File: src/rtl/dmem_arb_pkg.sv
// Shared types and constants for the two-port data-memory arbiter.
package dmem_arb_pkg;

    typedef enum logic [1:0] {
        IDLE = 2'd0,
        OWN0 = 2'd1,
        OWN1 = 2'd2
    } arb_state_t;

    localparam int unsigned ARB_PORTS    = 2;
    localparam int unsigned LOCK_MAX_DEF = 8;
    localparam int unsigned LOCK_CNT_W   = 8;
    localparam int unsigned STAT_W       = 16;

endpackage

File: src/rtl/sat_counter16.sv
// 16-bit increment counter with enable that sticks at all-ones.
module sat_counter16
    import dmem_arb_pkg::*;
(
    input  logic              clk,
    input  logic              rst_n,
    input  logic              i_en,
    output logic [STAT_W-1:0] o_cnt
);

    logic [STAT_W-1:0] r_cnt;

    always_ff @(posedge clk or negedge rst_n) begin
        if (!rst_n) begin
            r_cnt <= '0;
        end else if (i_en && (r_cnt != '1)) begin
            r_cnt <= r_cnt + STAT_W'(1);
        end
    end

    assign o_cnt = r_cnt;

endmodule

File: src/rtl/dmem_arbiter.sv
// Round-robin arbiter with bounded bus locking in front of the single-port dmem.
// Optional grant/conflict statistics are built when DMEM_ARB_STATS_EN is defined.
module dmem_arbiter
    import dmem_arb_pkg::*;
#(
    parameter int unsigned AW       = 32,
    parameter int unsigned DW       = 32,
    parameter int unsigned LOCK_MAX = LOCK_MAX_DEF
)(
    input  logic              clk,
    input  logic              reset,
    input  logic              m0_req,
    input  logic              m0_we,
    input  logic [AW-1:0]     m0_addr,
    input  logic [DW-1:0]     m0_wdata,
    input  logic              m0_lock,
    input  logic              m1_req,
    input  logic              m1_we,
    input  logic [AW-1:0]     m1_addr,
    input  logic [DW-1:0]     m1_wdata,
    input  logic              m1_lock,
    output logic              m0_gnt,
    output logic              m1_gnt,
    output logic              m0_rvalid,
    output logic              m1_rvalid,
    output logic [DW-1:0]     m0_rdata,
    output logic [DW-1:0]     m1_rdata,
    output logic              mem_we,
    output logic [AW-1:0]     mem_a,
    output logic [DW-1:0]     mem_wd,
    input  logic [DW-1:0]     mem_rd
`ifdef DMEM_ARB_STATS_EN
    ,
    output logic [STAT_W-1:0] stat_gnt0,
    output logic [STAT_W-1:0] stat_gnt1,
    output logic [STAT_W-1:0] stat_conf
`endif
);

    arb_state_t             r_state;
    arb_state_t             w_state_nxt;
    logic                   r_last;
    logic                   w_last_nxt;
    logic [LOCK_CNT_W-1:0]  r_lock_cnt;
    logic [LOCK_CNT_W-1:0]  w_lock_cnt_nxt;
    logic [ARB_PORTS-1:0]   w_gnt;
    logic                   w_forced;
    logic                   w_lock_sel;
    logic                   w_lock_full;

    logic                   r_rvalid0;
    logic                   r_rvalid1;
    logic [DW-1:0]          r_rdata0;
    logic [DW-1:0]          r_rdata1;

    always_ff @(posedge clk or negedge reset) begin
        if (!reset) begin
            r_state    <= IDLE;
            r_last     <= 1'b1;
            r_lock_cnt <= '0;
        end else begin
            r_state    <= w_state_nxt;
            r_last     <= w_last_nxt;
            r_lock_cnt <= w_lock_cnt_nxt;
        end
    end

    // Grant selection and lock bookkeeping.
    always_comb begin
        w_gnt          = '0;
        w_forced       = 1'b0;
        w_lock_sel     = 1'b0;
        w_state_nxt    = r_state;
        w_last_nxt     = r_last;
        w_lock_cnt_nxt = r_lock_cnt;
        w_lock_full    = (r_lock_cnt >= LOCK_CNT_W'(LOCK_MAX));

        case (r_state)
            IDLE: begin
                if (m0_req && m1_req) begin
                    w_gnt[0] = r_last;
                    w_gnt[1] = !r_last;
                end else begin
                    w_gnt[0] = m0_req;
                    w_gnt[1] = m1_req;
                end
            end
            OWN0: begin
                if (w_lock_full && m1_req) begin
                    w_gnt[1] = 1'b1;
                    w_forced = 1'b1;
                end else if (m0_req) begin
                    w_gnt[0] = 1'b1;
                end else begin
                    w_gnt[1] = m1_req;
                end
            end
            OWN1: begin
                if (w_lock_full && m0_req) begin
                    w_gnt[0] = 1'b1;
                    w_forced = 1'b1;
                end else if (m1_req) begin
                    w_gnt[1] = 1'b1;
                end else begin
                    w_gnt[0] = m0_req;
                end
            end
            default: ;
        endcase

        // Requests are ignored while reset is held.
        if (!reset) begin
            w_gnt = '0;
        end

        if (w_gnt != '0) begin
            w_last_nxt = w_gnt[1];
            w_lock_sel = w_gnt[1] ? m1_lock : m0_lock;
            if (w_forced || !w_lock_sel) begin
                w_state_nxt    = IDLE;
                w_lock_cnt_nxt = '0;
            end else if ((w_gnt[1] && (r_state == OWN1)) || (w_gnt[0] && (r_state == OWN0))) begin
                if (!w_lock_full) begin
                    w_lock_cnt_nxt = r_lock_cnt + LOCK_CNT_W'(1);
                end
            end else begin
                w_state_nxt    = w_gnt[1] ? OWN1 : OWN0;
                w_lock_cnt_nxt = LOCK_CNT_W'(1);
            end
        end
    end

    // Port 0 drives the memory bus whenever port 1 is not granted.
    assign m0_gnt = w_gnt[0];
    assign m1_gnt = w_gnt[1];
    assign mem_we = w_gnt[1] ? m1_we    : (w_gnt[0] & m0_we);
    assign mem_a  = w_gnt[1] ? m1_addr  : m0_addr;
    assign mem_wd = w_gnt[1] ? m1_wdata : m0_wdata;

    always_ff @(posedge clk or negedge reset) begin
        if (!reset) begin
            r_rvalid0 <= 1'b0;
            r_rvalid1 <= 1'b0;
            r_rdata0  <= '0;
            r_rdata1  <= '0;
        end else begin
            r_rvalid0 <= w_gnt[0] & ~m0_we;
            r_rvalid1 <= w_gnt[1] & ~m1_we;
            if (w_gnt[0] && !m0_we) begin
                r_rdata0 <= mem_rd;
            end
            if (w_gnt[1] && !m1_we) begin
                r_rdata1 <= mem_rd;
            end
        end
    end

    assign m0_rvalid = r_rvalid0;
    assign m1_rvalid = r_rvalid1;
    assign m0_rdata  = r_rdata0;
    assign m1_rdata  = r_rdata1;

`ifdef DMEM_ARB_STATS_EN
    sat_counter16 u_stat_gnt0 (
        .clk   (clk),
        .rst_n (reset),
        .i_en  (w_gnt[0]),
        .o_cnt (stat_gnt0)
    );

    sat_counter16 u_stat_gnt1 (
        .clk   (clk),
        .rst_n (reset),
        .i_en  (w_gnt[1]),
        .o_cnt (stat_gnt1)
    );

    sat_counter16 u_stat_conf (
        .clk   (clk),
        .rst_n (reset),
        .i_en  (m0_req & m1_req),
        .o_cnt (stat_conf)
    );
`else
    // Statistics-free build: no counters are instantiated.
`endif

endmodule

File: config.mk
export PLATFORM = sky130hd
export DESIGN_NAME = dmem_arbiter
export DESIGN_NICKNAME = d
export VERILOG_FILES = /design/src/rtl/dmem_arb_pkg.sv /design/src/rtl/sat_counter16.sv /design/src/rtl/dmem_arbiter.sv
export SDC_FILE = /design/constraint.sdc
export NUM_CORES = 1
export LEC_CHECK = 0
export CAP_MARGIN = 30
export CELL_PAD_IN_SITES_DETAIL_PLACEMENT = 0
export CELL_PAD_IN_SITES_GLOBAL_PLACEMENT = 1
export CORE_ASPECT_RATIO = 1.4
export CORE_UTILIZATION = 23
export CTS_BUF_LIST = sky130_fd_sc_hd__clkbuf_8
export DETAILED_ROUTE_END_ITERATION = 12
export PLACE_DENSITY_LB_ADDON = 0.25
export SLEW_MARGIN = 20
export SYNTH_ARGS = -nofsm -noshare
export SYNTH_HDL_FRONTEND = slang
export SYNTH_HIERARCHICAL = 1
export SYNTH_SLANG_ARGS = --single-unit
File: constraint.sdc
create_clock -name clk -period 3.3 [get_ports clk]
set_input_delay 0.66 -clock clk [delete_from_list [all_inputs] [get_ports clk]]
set_output_delay 0.66 -clock clk [all_outputs]
set_load 0.05 [all_outputs]
==> results.sh <==
export IMPL_min_period_over_period_pct=107
export IMPL_grt_pass1_vias=3939
export IMPL_violations="negative setup slack"
export IMPL_synth_nets=475
export IMPL_hpwl_mm=11.0
export IMPL_cellLeakagePower_nw=3.47
export IMPL_final_setup_tns_ns=-11.76
export IMPL_grt_pass1_wl_mm=20.9
export IMPL_cts_sinks=77
export IMPL_track_usage_pct=15.3
export IMPL_cts_hold_buffers=0
export IMPL_outcome="finished, violations left"
export IMPL_fp_row_count=56
export IMPL_ys_warn_count=6
export IMPL_syn_area_sq_um=4010
export IMPL_cp_end_kind="output port"
export IMPL_skew_ns=0.0154
export IMPL_ant_nets=0
export IMPL_die_w_microns=114
export IMPL_ys_ff_latch=77
export IMPL_yosys_area_share_simple_pct=5.03
export IMPL_gp_congestion=0.762
export IMPL_port_buffer_count=300
export IMPL_layout_drive_gt1_share_pct=34.9
export IMPL_clkTransAtPathRegs_ns=0.09
export IMPL_worst_path_buf_inv=3
export IMPL_synth_xor_area_share_pct=0
export IMPL_cts_root_buf="clkbuf_8"
export IMPL_grt_start_max_net_pins=78
export IMPL_pin_count=301
export IMPL_synth_edff_count=0
export IMPL_layout_min_cycle_time_ns=3.52
export IMPL_mostFrequentLayoutCell="clkdlybuf4s50_1"
export IMPL_area_delta_synth_final_pct=104
export IMPL_nNetsFinal=793
export IMPL_cp_data_arrival_time_ns=2.86
export IMPL_yosys_top_cells_area="dfrtp_1 (47%), mux2_2 (28%), mux2_1 (7.9%)"
export IMPL_wl_per_cell_microns=17.7
export IMPL_start_util_pct=23.7
export IMPL_n_antenna_cell=0
export IMPL_peakVddDrop_mv=0.450
export IMPL_max_stage_delay_ns=0.57
export IMPL_yosys_area_top_type_share_pct=47.5
export IMPL_slew_viol_final=0
export IMPL_clock_path_buffers=2
export IMPL_core_area_sq_um=16900
export IMPL_stdcell_count=856
export IMPL_dieArea_sq_um=18000
export IMPL_final_cell_mix="clkdlybuf4s50_1 (231), dfrtp_1 (76), mux2_2 (59)"
export IMPL_synth_mux_area_share_pct=36.3
export IMPL_setup_viol=65
export IMPL_syn_instance_count=301
export IMPL_drt_iter0_markers=101
export IMPL_hold_viol=0
export IMPL_max_cap_violations=0
export IMPL_first_pass_iters=4
export IMPL_numCtsBuffers=9
export IMPL_tritoncts="done"
export IMPL_maxSlewHeadroom_pct=53.4
export IMPL_synth_top_family_by_area="multiplexers"
export IMPL_hold_class="in -> async"
export IMPL_critPathKind="reg -> out"
export IMPL_avgSynthCellArea_sq_um=13.3
export IMPL_overflow=0
export IMPL_synth_adder_area_share_pct=1.87
export IMPL_dp_cells=827
export IMPL_drt_vias_per_instance=4.39
export IMPL_critPathRequiredTime_ns=2.64
export IMPL_finalPower_w=0.00706
export IMPL_critPathSlowestCell="or4_4"
export IMPL_worst_pin_slew_ns=0.699
export IMPL_synth_area_leader_cell="dfrtp_1"
export IMPL_routed_via_count=3754
export IMPL_die_h_microns=158
export IMPL_ys_types=36
export IMPL_max_freq_mhz=284
export IMPL_power_density_nw_per_um2=863
export IMPL_rsz0062_at_grt="true"
export IMPL_yosysSeqAreaShare_pct=48.1
export IMPL_ys_async_sr_fraction_pct=100
export IMPL_synth_compound_area_share_pct=5.94
export IMPL_crit_family="simple AND/OR/NAND/NOR gates"
export IMPL_drc=0
export IMPL_path_cells="or4_4 -> or3_4 -> a311oi_4 -> buf_6 -> buf_16 -> mux2_2 -> buf_6"
export IMPL_setup_slack_ns=-0.224
export IMPL_cts_htree_levels=3
export IMPL_ys_flop_type="dfrtp_1"
export IMPL_cpMostUsedCell="buf_6"
export IMPL_antenna_found_initial=0
export IMPL_hold_ws_ns=0.438
export IMPL_insertion_delay_ns=0.35
export IMPL_wl_mm=15.1
export IMPL_critPathMaxFanout=14
export IMPL_crit_path_start_kind="flip-flop"
[path summary, 6_finish.rpt]
path                                    start            to  slack [ns]  depth (start not counted)
max in group asynchronous               reset   m0_rdata[4]        2.38                          2
worst min register to register    m1_rdata[8]   m1_rdata[8]        0.49                          1
worst min-delay path                    reset  m1_rdata[26]        0.44                          2
min in group clk                  m1_rdata[8]   m1_rdata[8]        0.49                          1
worst max-delay path            r_lock_cnt[5]     mem_a[11]       -0.22                          7
worst max register to register  r_lock_cnt[5]  m1_rdata[10]        0.16                         11
[sequential cells by signal, indices dropped and copies added (netlist names)]
name,flops
m1_rvalid,1
m0_rdata,32
r_last,1
r_lock_cnt,8
r_state,2
m0_rvalid,1
m1_rdata,32
[layout make-up]
| type | count | area [sq um] |
|---|---|---|
| multi-input cells | 203 | 2160 |
| repair buffers | 322 | 3570 |
| flip-flops and latches | 77 | 1930 |
| inverters | 6 | 22.5 |
| clock inverters | 6 | 71.3 |
| well taps | 232 | 290 |
| fillers | 1529 | 8700 |
| clock buffers | 10 | 138 |
[metrics by stage]
stage	setup slack, ns	instance area, sq um	util [%]
floorplan	0.0112	4020	-
global placement	-0.301	7200	42.6
detailed placement	-0.339	7200	42.6
CTS	-0.243	7800	46.2
global route	-0.318	8180	48.5
finish	-0.224	8180	48.5
[Yosys cell counts, drive strengths merged (2+ instances only)]
cell type / instances
and2: 7
and3: 2
nand2: 8
o21bai: 2
a21o: 3
ha: 6
nor2: 11
inv: 6
a2bb2oi: 2
buf: 15
mux2: 129
a221o: 3
o21ai: 4
nor3: 2
a21boi: 2
nor2b: 3
dfrtp: 76
nand3: 3
o311ai: 2
[layer usage]
metal  share of wire, %  track usage (%)  vias up
met5                  0                0        -
met3                5.7             3.22       18
met1                 38             17.5     1843
met2                 55             27.8      156
li1                   -                -     1737
met4                2.0             5.76        0
[where the power goes]
group | total [W] | internal, W | switching, W | leakage, nW
logic | 0.00471 | 0.00191 | 0.00280 | 2.42
clock network | 0.000757 | 0.000378 | 0.000378 | 0.110
registers | 0.00159 | 0.00137 | 0.000216 | 0.937
[kinds of logic after synthesis]
family	count (synthesis)
buf+inv	21
mux	129
flops	77
fa+ha+maj	6
compound gates	28
simple gates	40
[timing repair]
action                                  CTS  global route
resized for setup                        82            76
pin swaps                                 2             4
endpoints found under the setup margin   65            66
setup buffers                             6             1
gates cloned                              2             4
Note: power is estimated with default switching activity, not from simulation.
==> variant (same settings) <==
The parameter `DW` goes from 32 to 24.
--- a/src/rtl/dmem_arbiter.sv
+++ b/src/rtl/dmem_arbiter.sv
@@ -4,7 +4,7 @@
     import dmem_arb_pkg::*;
 #(
     parameter int unsigned AW       = 32,
-    parameter int unsigned DW       = 32,
+    parameter int unsigned DW       = 24,
     parameter int unsigned LOCK_MAX = LOCK_MAX_DEF
 )(
     input  logic              clk,
Ports: changed (6 resized); port bits go from 301 to 253. The function was not compared with the original's and may differ.
==> variant against the unedited design <==
  * Total power fell by 22%
  * Die area fell by 17%
  * Highest routed layer unchanged
  * Synthesized cell count fell by 14%
  * Sequential cell count fell by 16
  * Non-clock buffer count fell by 58
  * Utilization fell by 3.3 points
  * First-iteration DRC count fell by 48%
  * Wire length fell by 23%
  * Cell area fell by 23%
  * Area after synthesis fell by 17%
  * Via count fell by 15%
  * Setup slack improved by 0.35 ns
==> variant: results (changes against the unedited design) <==
Placed design
  – Placed insts: 693 (-16%)
  – DP Worst Slack: 0.05015 ns (+0.3891 ns)
  – Post-DP Area: 0.006003 mm^2 (-17%)
  – I/O Buffers: 252 (-16%)
  – Post-DP HPWL: 9.295 mm (-15%)

Synth
  – Netlist Area Pre-Place: 0.003321 mm^2 (-17%)
  – Synth Area per Inst: 12.77 um^2 (-4.0%)
  – Synth top cells by count: mux2_2, dfrtp_1, mux2_1
  – Syn Nets: 410 (-14%)

Critical path
  – R2r setup slk: 0.63 ns (+0.47 ns)
  – CP Capture Point: mem_wd[15]
  – Critical path's slowest cell: dfrtp_1
  – CP peak stage delay: 0.43 ns (-0.14 ns)
  – Crit Reg-Reg Endpoint: m1_rdata[1]
  – Critical path fanouts, max: 21 (+7)

Power and ir drop
  – Max VDD drop: 0.4159 mV (-7.6%)
  – Static Leak: 0.002605 uW (-25%)

Min path
  – Worst min path class: reg2reg

GRT
  – Overall Global Routing Usage: 15.88% (+0.56 points)
  – Vias in the first global route: 3385 (-14%)

Final layout
  – Layout fillers: 1290 (-16%)
  – Non-clk bufs: 264 (-18%)
  – Register Area: 0.001528 mm^2 (-21%)
  – Seq Cell Count: 61 (-21%)
  – Area taken by multi-input logic gates: 0.001764 mm^2 (-18%)
  – N_diodes: 2 (+2)
  – Comb_multi_in: 177 (-13%)
  – Number of non-clock inverters: 8 (+2)

STA
  – Normalized max-slew margin: 47.68% (-5.7 points)
  – Final min period: 3.177 ns (-0.3472 ns)
  – Final setup fails: 0 (-100%)

Clock tree
  – Clock slew at reported path FFs: 0.07 ns (-0.02 ns)

Status
  – Status: finished clean

Detailed routing
  – Wirelength per Cell: 16.43 um (-7.0%)
## variant: worst min path at each step
stage	to	slack, ns	cells past startpoint	startpoint
after floorplan	m0_rdata[0]	0.36	0	reset
after global placement	m1_rdata[18]	0.47	1	m1_rdata[18]
after detailed placement	m1_rdata[8]	0.47	1	m1_rdata[8]
after CTS	m1_rdata[8]	0.49	1	m1_rdata[8]
after global routing	m1_rdata[18]	0.51	1	m1_rdata[18]
final	m1_rdata[7]	0.49	1	m1_rdata[7]
## variant: logic make-up (layout without fill, tap and decap cells)
family	Yosys count	after routing	share of synthesized area (%)
adders and majority gates	6	6	2.261
other	0	2	0
and+or+nand+nor	34	34	5.840
DFF	61	61	46.01
muxes	105	105	35.72
buffers and inverters	22	288	3.278
AOI/OAI and AO/OA	32	32	6.896
## variant: power by group through the flow
stage,Sequential (uW),Combinational (uW),Clock [uW]
2_1_floorplan,2310,1230,0
3_3_place_gp,1250,3510,0
3_5_place_dp,1270,3530,0
4_1_cts,1260,3610,640
5_1_grt,1310,3770,680
6_report,1260,3610,608
## variant: worst max-delay path, delay by kind of cell, from the launching register on
family / cells / cell delay (ns)
muxes: 1 / 0.38
adders and majority gates: 1 / 0.17
DFF: 1 / 0.43
AOI/OAI and AO/OA: 3 / 0.56
buffers and inverters: 4 / 0.64
## variant: what timing repair did
item,4_1_cts,5_1_grt
buffers inserted,1,0
gates cloned,1,0
resized for setup,4,11
setup endpoints to repair,39,57
pin swaps,1,2
## variant: layer usage
metal	part of all wire, %	up-vias	global-route usage, %
li1	-	1478	-
met1	35	1488	15.82
met2	53	187	29.60
met3	8.8	23	5.228
met4	3.5	0	8.009
met5	0	-	0
